**src/rtl/tqvp_arb_pkg.sv**
```systemverilog
// Shared types and strobe encodings for the two-requester register bus arbiter.
package tqvp_arb_pkg;

  typedef logic [1:0] state_t;

  localparam state_t ST_IDLE  = 2'd0;
  localparam state_t ST_WRITE = 2'd1;
  localparam state_t ST_READ  = 2'd2;
  localparam state_t ST_DONE  = 2'd3;

  // Peripheral strobe encoding: access width, or idle
  localparam logic [1:0] STRB_8    = 2'b00;
  localparam logic [1:0] STRB_16   = 2'b01;
  localparam logic [1:0] STRB_32   = 2'b10;
  localparam logic [1:0] STRB_IDLE = 2'b11;

  function automatic logic strobe_active(input logic [1:0] strobe);
    return strobe != STRB_IDLE;
  endfunction

endpackage

```
**src/rtl/tqvp_arb_pick.sv**
```systemverilog
// Grant selection between requesters 0 and 1 (grant=1 selects requester 1).
// TQVP_ARB_ROUND_ROBIN_EN enables round-robin with a last-served flag; otherwise r0 has fixed priority.
module tqvp_arb_pick
  import tqvp_arb_pkg::*;
(
`ifdef TQVP_ARB_ROUND_ROBIN_EN
  input  logic clk,
  input  logic rst_n,
  input  logic take,
`endif
  input  logic req0,
  input  logic req1,
  output logic grant
);

`ifdef TQVP_ARB_ROUND_ROBIN_EN
  // Resets to 1 so requester 0 wins the first contested grant
  logic last_served;

  always_ff @(posedge clk or negedge rst_n) begin
    if (!rst_n) begin
      last_served <= 1'b1;
    end else if (take) begin
      last_served <= grant;
    end
  end

  always_comb begin
    grant = 1'b0;
    if (req0 && req1) begin
      grant = ~last_served;
    end else if (req1) begin
      grant = 1'b1;
    end
  end
`else
  always_comb begin
    grant = !req0 && req1;
  end
`endif

endmodule

```
**src/rtl/tqvp_reg_bus_arbiter.sv**
```systemverilog
// Two-requester register bus arbiter: IDLE/WRITE/READ/DONE FSM with read timeout.
// Arbitration mode selected by TQVP_ARB_ROUND_ROBIN_EN (see tqvp_arb_pick).
module tqvp_reg_bus_arbiter
  import tqvp_arb_pkg::*;
#(
  parameter int unsigned TIMEOUT_CYCLES = 32
) (
  input  logic        clk,
  input  logic        rst_n,

  input  logic        r0_req,
  input  logic [5:0]  r0_address,
  input  logic [31:0] r0_data_in,
  input  logic [1:0]  r0_write_n,
  input  logic [1:0]  r0_read_n,
  output logic        r0_ack,

  input  logic        r1_req,
  input  logic [5:0]  r1_address,
  input  logic [31:0] r1_data_in,
  input  logic [1:0]  r1_write_n,
  input  logic [1:0]  r1_read_n,
  output logic        r1_ack,

  output logic [31:0] rd_data,
  output logic        rd_err,

  output logic [5:0]  address,
  output logic [31:0] data_in,
  output logic [1:0]  data_write_n,
  output logic [1:0]  data_read_n,
  input  logic [31:0] data_out,
  input  logic        data_ready
);

  localparam logic [7:0] TIMEOUT_LAST = 8'(TIMEOUT_CYCLES - 1);

  state_t      state;
  logic        gnt;
  logic [1:0]  wr_lat;
  logic [1:0]  rd_lat;
  logic [7:0]  cnt;

  logic        any_req;
  logic        take;
  logic        pick;
  logic [5:0]  sel_address;
  logic [31:0] sel_data;
  logic [1:0]  sel_wr;
  logic [1:0]  sel_rd;
  logic        well_formed;

  assign any_req = r0_req || r1_req;
  assign take    = (state == ST_IDLE) && any_req;

  tqvp_arb_pick u_pick (
`ifdef TQVP_ARB_ROUND_ROBIN_EN
    .clk   (clk),
    .rst_n (rst_n),
    .take  (take),
`endif
    .req0  (r0_req),
    .req1  (r1_req),
    .grant (pick)
  );

  always_comb begin
    sel_address = pick ? r1_address : r0_address;
    sel_data    = pick ? r1_data_in : r0_data_in;
    sel_wr      = pick ? r1_write_n : r0_write_n;
    sel_rd      = pick ? r1_read_n  : r0_read_n;
    well_formed = strobe_active(sel_wr) ^ strobe_active(sel_rd);
  end

  always_ff @(posedge clk or negedge rst_n) begin
    if (!rst_n) begin
      state   <= ST_IDLE;
      gnt     <= 1'b0;
      wr_lat  <= STRB_IDLE;
      rd_lat  <= STRB_IDLE;
      cnt     <= '0;
      address <= '0;
      data_in <= '0;
      rd_data <= '0;
      rd_err  <= 1'b0;
    end else begin
      case (state)
        ST_IDLE: begin
          if (any_req) begin
            gnt     <= pick;
            address <= sel_address;
            data_in <= sel_data;
            wr_lat  <= sel_wr;
            rd_lat  <= sel_rd;
            cnt     <= '0;
            // Malformed requests skip the bus and complete with an error
            rd_err  <= !well_formed;
            if (!well_formed) begin
              state <= ST_DONE;
            end else if (strobe_active(sel_wr)) begin
              state <= ST_WRITE;
            end else begin
              state <= ST_READ;
            end
          end
        end
        ST_WRITE: begin
          state <= ST_DONE;
        end
        ST_READ: begin
          if (data_ready) begin
            rd_data <= data_out;
            rd_err  <= 1'b0;
            state   <= ST_DONE;
          end else if (cnt == TIMEOUT_LAST) begin
            rd_data <= '0;
            rd_err  <= 1'b1;
            state   <= ST_DONE;
          end else begin
            cnt <= cnt + 8'd1;
          end
        end
        ST_DONE: begin
          state <= ST_IDLE;
        end
        default: begin
          state <= ST_IDLE;
        end
      endcase
    end
  end

  // Strobes and acks decode from state so reset idles them asynchronously
  always_comb begin
    data_write_n = (state == ST_WRITE) ? wr_lat : STRB_IDLE;
    data_read_n  = (state == ST_READ)  ? rd_lat : STRB_IDLE;
    r0_ack       = (state == ST_DONE) && !gnt;
    r1_ack       = (state == ST_DONE) && gnt;
  end

endmodule

```
**config.mk**
```make
export PLATFORM = sky130hd
export DESIGN_NAME = tqvp_reg_bus_arbiter
export DESIGN_NICKNAME = d
export VERILOG_FILES = /design/src/rtl/tqvp_arb_pkg.sv /design/src/rtl/tqvp_arb_pick.sv /design/src/rtl/tqvp_reg_bus_arbiter.sv
export SDC_FILE = /design/constraint.sdc
export NUM_CORES = 1
export LEC_CHECK = 0
export CAP_MARGIN = 0
export CORE_MARGIN = 2
export CORE_UTILIZATION = 41
export DETAILED_ROUTE_END_ITERATION = 10
export GPL_TIMING_DRIVEN = 0
export MAX_ROUTING_LAYER = met4
export PLACE_DENSITY = 0.82
export SETUP_SLACK_MARGIN = 0.5
export SYNTH_ARGS = -nofsm -noshare
export SYNTH_HDL_FRONTEND = slang
export SYNTH_SLANG_ARGS = --single-unit
```
**constraint.sdc**
```tcl
create_clock -name clk -period 2.05 [get_ports clk]
set_input_delay 0.41 -clock clk [delete_from_list [all_inputs] [get_ports clk]]
set_output_delay 0.41 -clock clk [all_outputs]
set_load 0.005 [all_outputs]
```
Word-level counts from Yosys, hierarchy flattened

Index checks and enable logic that the tools add are counted.
W data, S select, Z words.

Output and inout port bits: 77
Bits of input ports: 121
Register bits after elaboration: 86

Equal/unequal tests: 10
Reduce and logical (&&, ||, !) cells: 15
$add $sub $neg: 1
Bitwise logic cells: 1
Multiplexer cells: 22

Operator list:

| kind                  | count |
|---|---|
| $mux W32              | 3 |
| $mux W8               | 3 |
| $mux W2               | 9 |
| $pmux W8 S2           | 1 |
| $ne A2 B2 Y1 const B  | 5 |
| $add A8 B1 Y8 const B | 1 |
| $eq A8 B5 Y1 const B  | 1 |
| $pmux W2 S4           | 1 |
| $mux W6               | 1 |
| $reduce_and A2 Y1     | 3 |
| $eq A2 B2 Y1 const B  | 2 |
| $reduce_and A4 Y1     | 1 |
| $reduce_bool A2 Y1    | 2 |
| $logic_and A1 B1 Y1   | 3 |
| $logic_not A1 Y1      | 3 |
| $mux W1               | 3 |
| $ne A3 B3 Y1 const B  | 1 |
| $reduce_and A3 Y1     | 1 |
| $eq A2 B1 Y1 const B  | 1 |
| $logic_not A2 Y1      | 1 |
| $pmux W1 S2           | 1 |
| $logic_or A1 B1 Y1    | 1 |
| $xor A1 B1 Y1         | 1 |

Logic depth before layout (Yosys ltp)

Gate-level depths: netlist of the first run.

Word-level depth: 8
Gate-level depth with buffers: 8
Depth with buffers taken out: 7

By module

Synthesis of the first run repeated with hierarchy kept, for this count alone.

Cell total of the unflattened synthesis: 365
Area, all modules: 4003.8 um^2

Modules (own cells, without submodules):

| module               | cells an instance | area each (um^2) | times used |
|---|---|---|---|
| tqvp_reg_bus_arbiter | 364               | 3990.1           | 1 |
| tqvp_arb_pick        | 1                 | 13.8             | 1 |

Worst setup path after synthesis of the first run

Ideal clock, no wire load.

Path kind: input -> register
Start point: input port r0_req
End point: register rd_err
Data arrival time: 1668 ps
Data required time: 1927 ps
Cell stages on the path: 8
Slack: 259 ps
Cell sequence: nand2b_1 -> buf_2 -> and3_1 -> a31o_2 -> ha_1 -> nor2_1 -> nor2_1 -> o221a_1

Longest elaborated chain between the ends: 8

Ends and longest elaborated chain:

| element                           | RTL line                                               | text |
|---|---|---|
| start, declared                   | tqvp_reg_bus_arbiter.sv:11                             | `input logic r0_req,` |
| $logic_not A1 Y1                  | tqvp_arb_pick.sv:38                                    | `grant = !req0 && req1;` |
| $logic_and A1 B1 Y1               | tqvp_arb_pick.sv:38                                    |  |
| $mux W2, on equally long branches | tqvp_reg_bus_arbiter.sv:70, tqvp_reg_bus_arbiter.sv:71 |  |
| $ne A2 B2 Y1                      | tqvp_arb_pkg.sv:18                                     | `return strobe != STRB_IDLE;` |
| $xor A1 B1 Y1                     | tqvp_reg_bus_arbiter.sv:72                             | `well_formed = strobe_active(sel_wr) ^ strobe_active(sel_rd);` |
| $logic_not A1 Y1                  | n/a                                                    |  |
| $mux W1                           | tqvp_reg_bus_arbiter.sv:89                             | `if (any_req) begin` |
| $pmux W1 S2                       | tqvp_reg_bus_arbiter.sv:87                             | `case (state)` |
| end signal, assigned              | tqvp_reg_bus_arbiter.sv:97                             | `rd_err <= !well_formed;` |
| end, declared                     | tqvp_reg_bus_arbiter.sv:26                             | `output logic rd_err,` |

Parallel ways exist; a longest one is shown, timed or not. The select of a mux whose other input is x is not followed.
A chain may end at the register's enable or synchronous reset.

Final worst setup path of the first run

Start point: register state[0]
End point: register state[0]

Longest elaborated chain between the ends: 3

Ends and longest elaborated chain:

| element                                                              | RTL line                    | text |
|---|---|---|
| start, declared                                                      | tqvp_reg_bus_arbiter.sv:38  | `state_t state;` |
| start signal, assigned                                               | tqvp_reg_bus_arbiter.sv:77  | `state <= ST_IDLE;` |
| start signal, assigned                                               | tqvp_reg_bus_arbiter.sv:99  | `state <= ST_DONE;` |
| start signal, assigned                                               | tqvp_reg_bus_arbiter.sv:101 | `state <= ST_WRITE;` |
| $eq A2 B2 Y1 / $logic_not A2 Y1 (equally long branches)              | tqvp_reg_bus_arbiter.sv:87  |  |
| $ne A3 B3 Y1 (no source line) / $ne A2 B2 Y1 (equally long branches) | n/a                         |  |
| $reduce_and A2 Y1 (no source line)                                   | n/a                         |  |

Parallel ways exist; a longest one is shown, timed or not.

==> impl_metrics.json, run 1 <==
{
  "p_per_area_nw_per_um2": 1296,
  "period_share": 0.8976,
  "synth.area.top_cells": "dfrtp_1 51%, mux2i_1 11%, a22o_1 7.0%, o21ai_0 6.3%, nand2_1 4.4%",
  "cts_root_buf": "clkbuf_8",
  "critPathMaxFanout": 3,
  "yosysSeqAreaShare": 0.5411,
  "syn_area_um2": 3986,
  "clk_pin_slew_ps": 100,
  "worst_slack_ps": 209.9,
  "min_path_type": "in2async",
  "place_congestion": 0.7866,
  "critPathCaptureType": "register",
  "rsz0062_at_grt": "true",
  "slew_viol_final": 0,
  "grt_pass1_wl_um": 20490,
  "p_switching_mw": 3.667,
  "synth_top_area_frac": 0.5148,
  "die_area_um2": 10530,
  "clockPowerShare": 0.128,
  "vias": 3977,
  "comb_power_share": 0.561,
  "synth_edf_count": 0,
  "io_pins": 198,
  "critPathArrivalTime_ps": 2080,
  "p_leak_nw": 3.691,
  "ir_drop_uv": 571.7,
  "clk_latency_ps": 360,
  "multiInputGateArea_um2": 2267,
  "rows": 35,
  "synthDistinctLibCells": 47,
  "die_w_um": 102.6,
  "path_cells": "buf_6 -> inv_6 -> buf_12 -> ha_4 -> or3b_4 -> and2_4 -> mux2_4",
  "slew_headroom": 0.6634,
  "syn_avg_cell_area_um2": 11.17,
  "cts_max_level": 3,
  "cts_made_buffers": 9,
  "cap_viol_max_count": 0,
  "vias_per_cell": 5.289,
  "cpPeakStageDelay_ps": 420,
  "crit_required_ps": 2290,
  "wirelength_um": 14740,
  "status": "finished, final reports clean",
  "cp_slowest_cell": "or3b_4",
  "firstDrtPassIters": 4,
  "setup_viol": 0,
  "diodes": 0,
  "ant_nets": 0,
  "dieHeight_um": 102.6,
  "ys_ff_latch": 86,
  "area.growth.synth_to_final_pct": 91.96,
  "first_global_vias": 4130,
  "ys_async_sr_fraction": 1.000,
  "coreArea_um2": 9328,
  "mostFrequentLayoutCells": "117 x clkdlybuf4s50_1, 81 x dfrtp_1, 71 x dlygate4sd2_1, 42 x mux2i_1, 36 x buf_4",
  "layout.nets": 746,
  "cts_tree": "done",
  "syn_nets": 485,
  "post-route-drc-count": 0,
  "layout_commonest_cell": "clkdlybuf4s50_1",
  "cp_num_buf_inv": 3,
  "initial_core_util": 0.4274,
  "synth_warnings": 0,
  "yosys.area.top_type": "dfrtp_1",
  "drt-wirelength-per-cell_um": 19.59,
  "intPower_mw": 6.251,
  "seqPwrFrac": 0.311,
  "grt_start_max_net_pins": 52,
  "initialDrtViolationCount": 134,
  "path_delay_family": "simple AND/OR/NAND/NOR gates",
  "finalHoldViolCount": 0,
  "fillerInstances": 558,
  "grt_use_total": 0.2651,
  "yosys_most_used_dff": "dfrtp_1",
  "seqCellArea_um2": 2158,
  "netlist_instances": 357,
  "swShare": 0.3698,
  "antenna_found_initial": 0,
  "drive_gt1_frac": 0.3531,
  "grt.overflow.total": 0,
  "io_buffers": 197,
  "clock_sinks": 86,
  "cts_buffer_depth": 2,
  "pre_cts_ws_ps": -330.4,
  "place_hpwl_um": 9132,
  "post-route-util": 0.8204,
  "startpoint_type": "register",
  "critPathKind": "reg2reg",
  "worstMarginPinSlew_ps": 504.9,
  "fin_skew_ps": 12.57,
  "fmax_mhz": 543.4,
  "power_mw": 9.918,
  "min_period_ps": 1840
}
[flip-flops by register name (all words and copies together), names as in the netlist]
signal and flops:
data_in 32, rd_data 32, cnt 8, address 6, rd_lat 2, state 2, wr_lat 2, gnt 1
rd_err 1
[power groups by stage]
stage / Combinational [mW] / Clock [mW] / Sequential, mW
2_1_floorplan: 1.50 / 0 / 2.97
3_3_place_gp: 3.61 / 0 / 2.93
3_5_place_dp: 3.74 / 0 / 2.96
4_1_cts: 4.25 / 1.27 / 2.89
5_1_grt: 5.91 / 1.35 / 3.17
6_report: 5.57 / 1.27 / 3.08
[stage by stage]
| stage | std cells | TNS [ps] | hold WS (ps) | cell area (µm²) |
|---|---|---|---|---|
| after floorplan | 357 | 0 | 114.4 | 4078 |
| after global placement | 683 | -219240 | 461.1 | 6211 |
| after detailed placement | 684 | -10020 | 404.1 | 6236 |
| after CTS | 740 | 0 | 8.539 | 6983 |
| after global routing | 752 | 0 | 24.13 | 7652 |
| final | 752 | 0 | 7.574 | 7652 |
[synthesized netlist by cell type (all sizes together) (2+ instances only)]
cell type   n
nand3       6
a31oi       2
mux2        2
nand2      47
nor2        6
a22o       32
a21oi       3
o31ai       7
mux2i      42
and3        3
dfstp       4
nor2b       2
dfrtp      82
nand2b      5
and2        5
inv         7
o21ai      52
or3b        2
buf        13
clkbuf     10
ha          7
[routing by layer]
metal,GRT usage,part of all wire
met5,-,0
met4,0.1026,0.028
met3,0.05085,0.050
met2,0.4766,0.54
met1,0.2886,0.38
[timing repair]
action / 4_1_cts / 5_1_grt
pin swaps: 19 / 54
gates cloned: 3 / 8
setup endpoints to repair: 161 / 92
resized for setup: 177 / 170
hold buffers: 0 / 0
buffers inserted: 37 / 4
[cell families (layout without fill, tap and decap cells)]
group                    Yosys count  in the layout  share of synthesized area
multiplexers                      44             44                     0.1130
AO/OA/AOI/OAI                    104            104                     0.1808
flip-flops                        86             86                     0.5411
AND/OR/NAND/NOR                   86             86                     0.1083
buffers and inverters             30            296                    0.03484
adder cells (fa/ha/maj)            7              7                    0.02197
[cell type report]
| class | count | area share |
|---|---|---|
| repair buffers | 250 | 0.3300 |
| multi-input cells | 241 | 0.2963 |
| flip-flops and latches | 86 | 0.2820 |
| plain buffers | 23 | 0.03908 |
| well taps | 129 | 0.02109 |
| clock buffers | 10 | 0.01799 |
| clock inverters | 6 | 0.009156 |
| inverters | 7 | 0.004415 |
[path summary, 6_finish.rpt]
path                       startpoint   endpoint  slack (ps)  depth (start not counted)
max in group asynchronous       rst_n  rd_lat[0]        1370                          2
min in group clk               r0_req        gnt         470                          2
min                             rst_n     cnt[2]           8                          1
min reg2reg                 rd_lat[0]  rd_lat[0]         490                          2
max reg2reg                  state[0]   state[0]         210                          7
max                          state[0]   state[0]         210                          7
No activity file was read; power rests on OpenSTA's default activity.
==> run 2, diff against run 1 <==
--- a/config.mk
+++ b/config.mk
@@ -5,7 +5,7 @@
 export SDC_FILE = /design/constraint.sdc
 export NUM_CORES = 1
 export LEC_CHECK = 0
-export CAP_MARGIN = 0
+export CAP_MARGIN = 20
 export CORE_MARGIN = 2
 export CORE_UTILIZATION = 41
 export DETAILED_ROUTE_END_ITERATION = 10
@@ -16,3 +16,4 @@
 export SYNTH_ARGS = -nofsm -noshare
 export SYNTH_HDL_FRONTEND = slang
 export SYNTH_SLANG_ARGS = --single-unit
+export TNS_END_PERCENT = 50
==> run 2 against run 1 <==
Non-clock buffer count down 16. Total power up 0.28%. Global-route usage down 0.42 points. Worst setup slack worse by 24 ps. Final area down 2.0%. Count of clock-buffer cells in the layout unchanged. Core utilization down 1.7 points. Sequential share of layout area up 0.58 points. Worst hold slack better by 1.7 ps. Combinational power about the same.
==> impl_metrics.json, run 2 (synthesis gave the netlist of run 1 again) <==
{
  "grt_pass1_wl_um": 20210,
  "area.growth.synth_to_final_pct": 88.07,
  "p_per_area_nw_per_um2": 1327,
  "routed-wl-met3_um": 803,
  "post-route-util": 0.8038,
  "top_layer_used": "met4",
  "grt.overflow.total": 0,
  "cts_root_buf": "clkbuf_8",
  "clk_latency_ps": 350,
  "ant_nets": 0,
  "setup_viol": 0,
  "critPathArrivalTime_ps": 2100,
  "rows": 35,
  "io_pins": 198,
  "startpoint_type": "register",
  "clk_pin_slew_ps": 90,
  "regToRegSetupSlack_ps": 190,
  "cts_buffer_depth": 2,
  "rsz0062_at_grt": "true",
  "grt_start_max_net_pins": 52,
  "p_leak_nw": 3.396,
  "slew_headroom": 0.6704,
  "place_hpwl_um": 9132,
  "mostFrequentLayoutCells": "188 x clkdlybuf4s50_1, 81 x dfrtp_1, 42 x mux2i_1, 32 x a22o_1, 28 x o21ai_2",
  "worst_slack_ps": 186.3,
  "wirelength_um": 14660,
  "place_congestion": 0.7866,
  "post-route-drc-count": 0,
  "io_buffers": 197,
  "firstDrtPassIters": 4,
  "dieHeight_um": 102.6,
  "min_period_ps": 1864,
  "top_regs": "data_in (32), rd_data (32), cnt (8)",
  "layout_commonest_cell": "clkdlybuf4s50_1",
  "first_global_vias": 4066,
  "wl_met1_um": 5461,
  "critPathKind": "reg2reg",
  "drt-wirelength-per-cell_um": 19.92,
  "pre_cts_ws_ps": -330.4,
  "rr_worst_depth": 7,
  "die_area_um2": 10530,
  "cts_max_level": 3,
  "crit_required_ps": 2290,
  "cap_viol_max_count": 0,
  "period_share": 0.9091,
  "critPathMaxFanout": 3,
  "min_path_type": "in2async",
  "cts_tree": "done",
  "finalHoldViolCount": 0,
  "slew_viol_final": 0,
  "holdWs_ps": 9.317,
  "drive_gt1_frac": 0.3081,
  "status": "finished, final reports clean",
  "ir_drop_uv": 634.4,
  "critPathCaptureType": "register",
  "rr_startpoint": "state[0]",
  "fmax_mhz": 536.6,
  "dr_wl_met2_um": 7838,
  "initial_core_util": 0.4274,
  "worstMarginPinSlew_ps": 494.4,
  "die_w_um": 102.6,
  "vias": 3967,
  "vias_per_cell": 5.390,
  "diodes": 0,
  "grt_use_total": 0.2609,
  "cp-startpoint": "state[0]",
  "layout.nets": 730,
  "clock_sinks": 86,
  "initialDrtViolationCount": 112,
  "coreArea_um2": 9328,
  "antenna_found_initial": 0,
  "fin_skew_ps": 8.929,
  "cts_made_buffers": 9
}
[run 2: changes by cell type in the layout (fill, tap and decap cells not counted), moves of 4 or more]
cell / delta
clkdlybuf4s50_1: +71
dlygate4sd2_1: -71
buf_4: -13
o21ai_0: +9
nand2_1: +8
buf_6: -4
nand2_2: -4
nand2_4: -4
o21ai_1: -4
o21ai_2: -4
[run 2: layout make-up]
| class | instances | area, µm² |
|---|---|---|
| clock buffer | 10 | 137.6 |
| sequential | 86 | 2158 |
| tap | 129 | 161.4 |
| clock inverter | 6 | 70.07 |
| multi-input combinational | 241 | 2178 |
| inverter | 7 | 33.78 |
| fill | 572 | 1831 |
| timing repair buffer | 234 | 2474 |
| buffer | 23 | 284.0 |
[run 2: repair_timing]
action | CTS | global route
setup buffers | 23 | 2
pin swaps | 9 | 37
gates resized for setup | 95 | 146
hold buffers | 0 | 0
setup endpoints to repair | 161 | 163
gates cloned | 3 | 8
[run 2: metrics by stage]
stage                     cell area (µm²)  cells  power [mW]  TNS (ps)
after global routing                 7497    736       10.47         0
after floorplan                      4078    357       4.470         0
after CTS                            6920    726       8.681         0
after global placement               6211    683       6.540   -219240
after detailed placement             6236    684       6.703    -10020
final                                7497    736       9.946         0
[run 2: worst paths after layout]
path | to
min in group clk | data_in[23]
max | state[0]
min reg2reg | data_in[23]
max in group asynchronous | rd_lat[0]
min | cnt[2]
max reg2reg | state[0]
[run 2: per-layer routing]
layer / vias to the layer above / track usage
li1: 1785 / -
met1: 1968 / 0.2780
met2: 169 / 0.4711
met3: 45 / 0.05492
met4: 0 / 0.1036
met5: - / -
[run 2: worst max-delay path, cell delays in order, from the launching register on]
cell     delay, ps
dfrtp_1        420
buf_6          140
inv_6           50
buf_12          90
ha_4           140
or3b_4         420
and2_4         180
mux2_4         310
[run 2: power breakdown]
| part | internal (mW) | switching, mW |
|---|---|---|
| logic | 3.32 | 2.25 |
| clock network | 0.604 | 0.666 |
| registers | 2.49 | 0.611 |
| total | 6.42 | 3.53 |
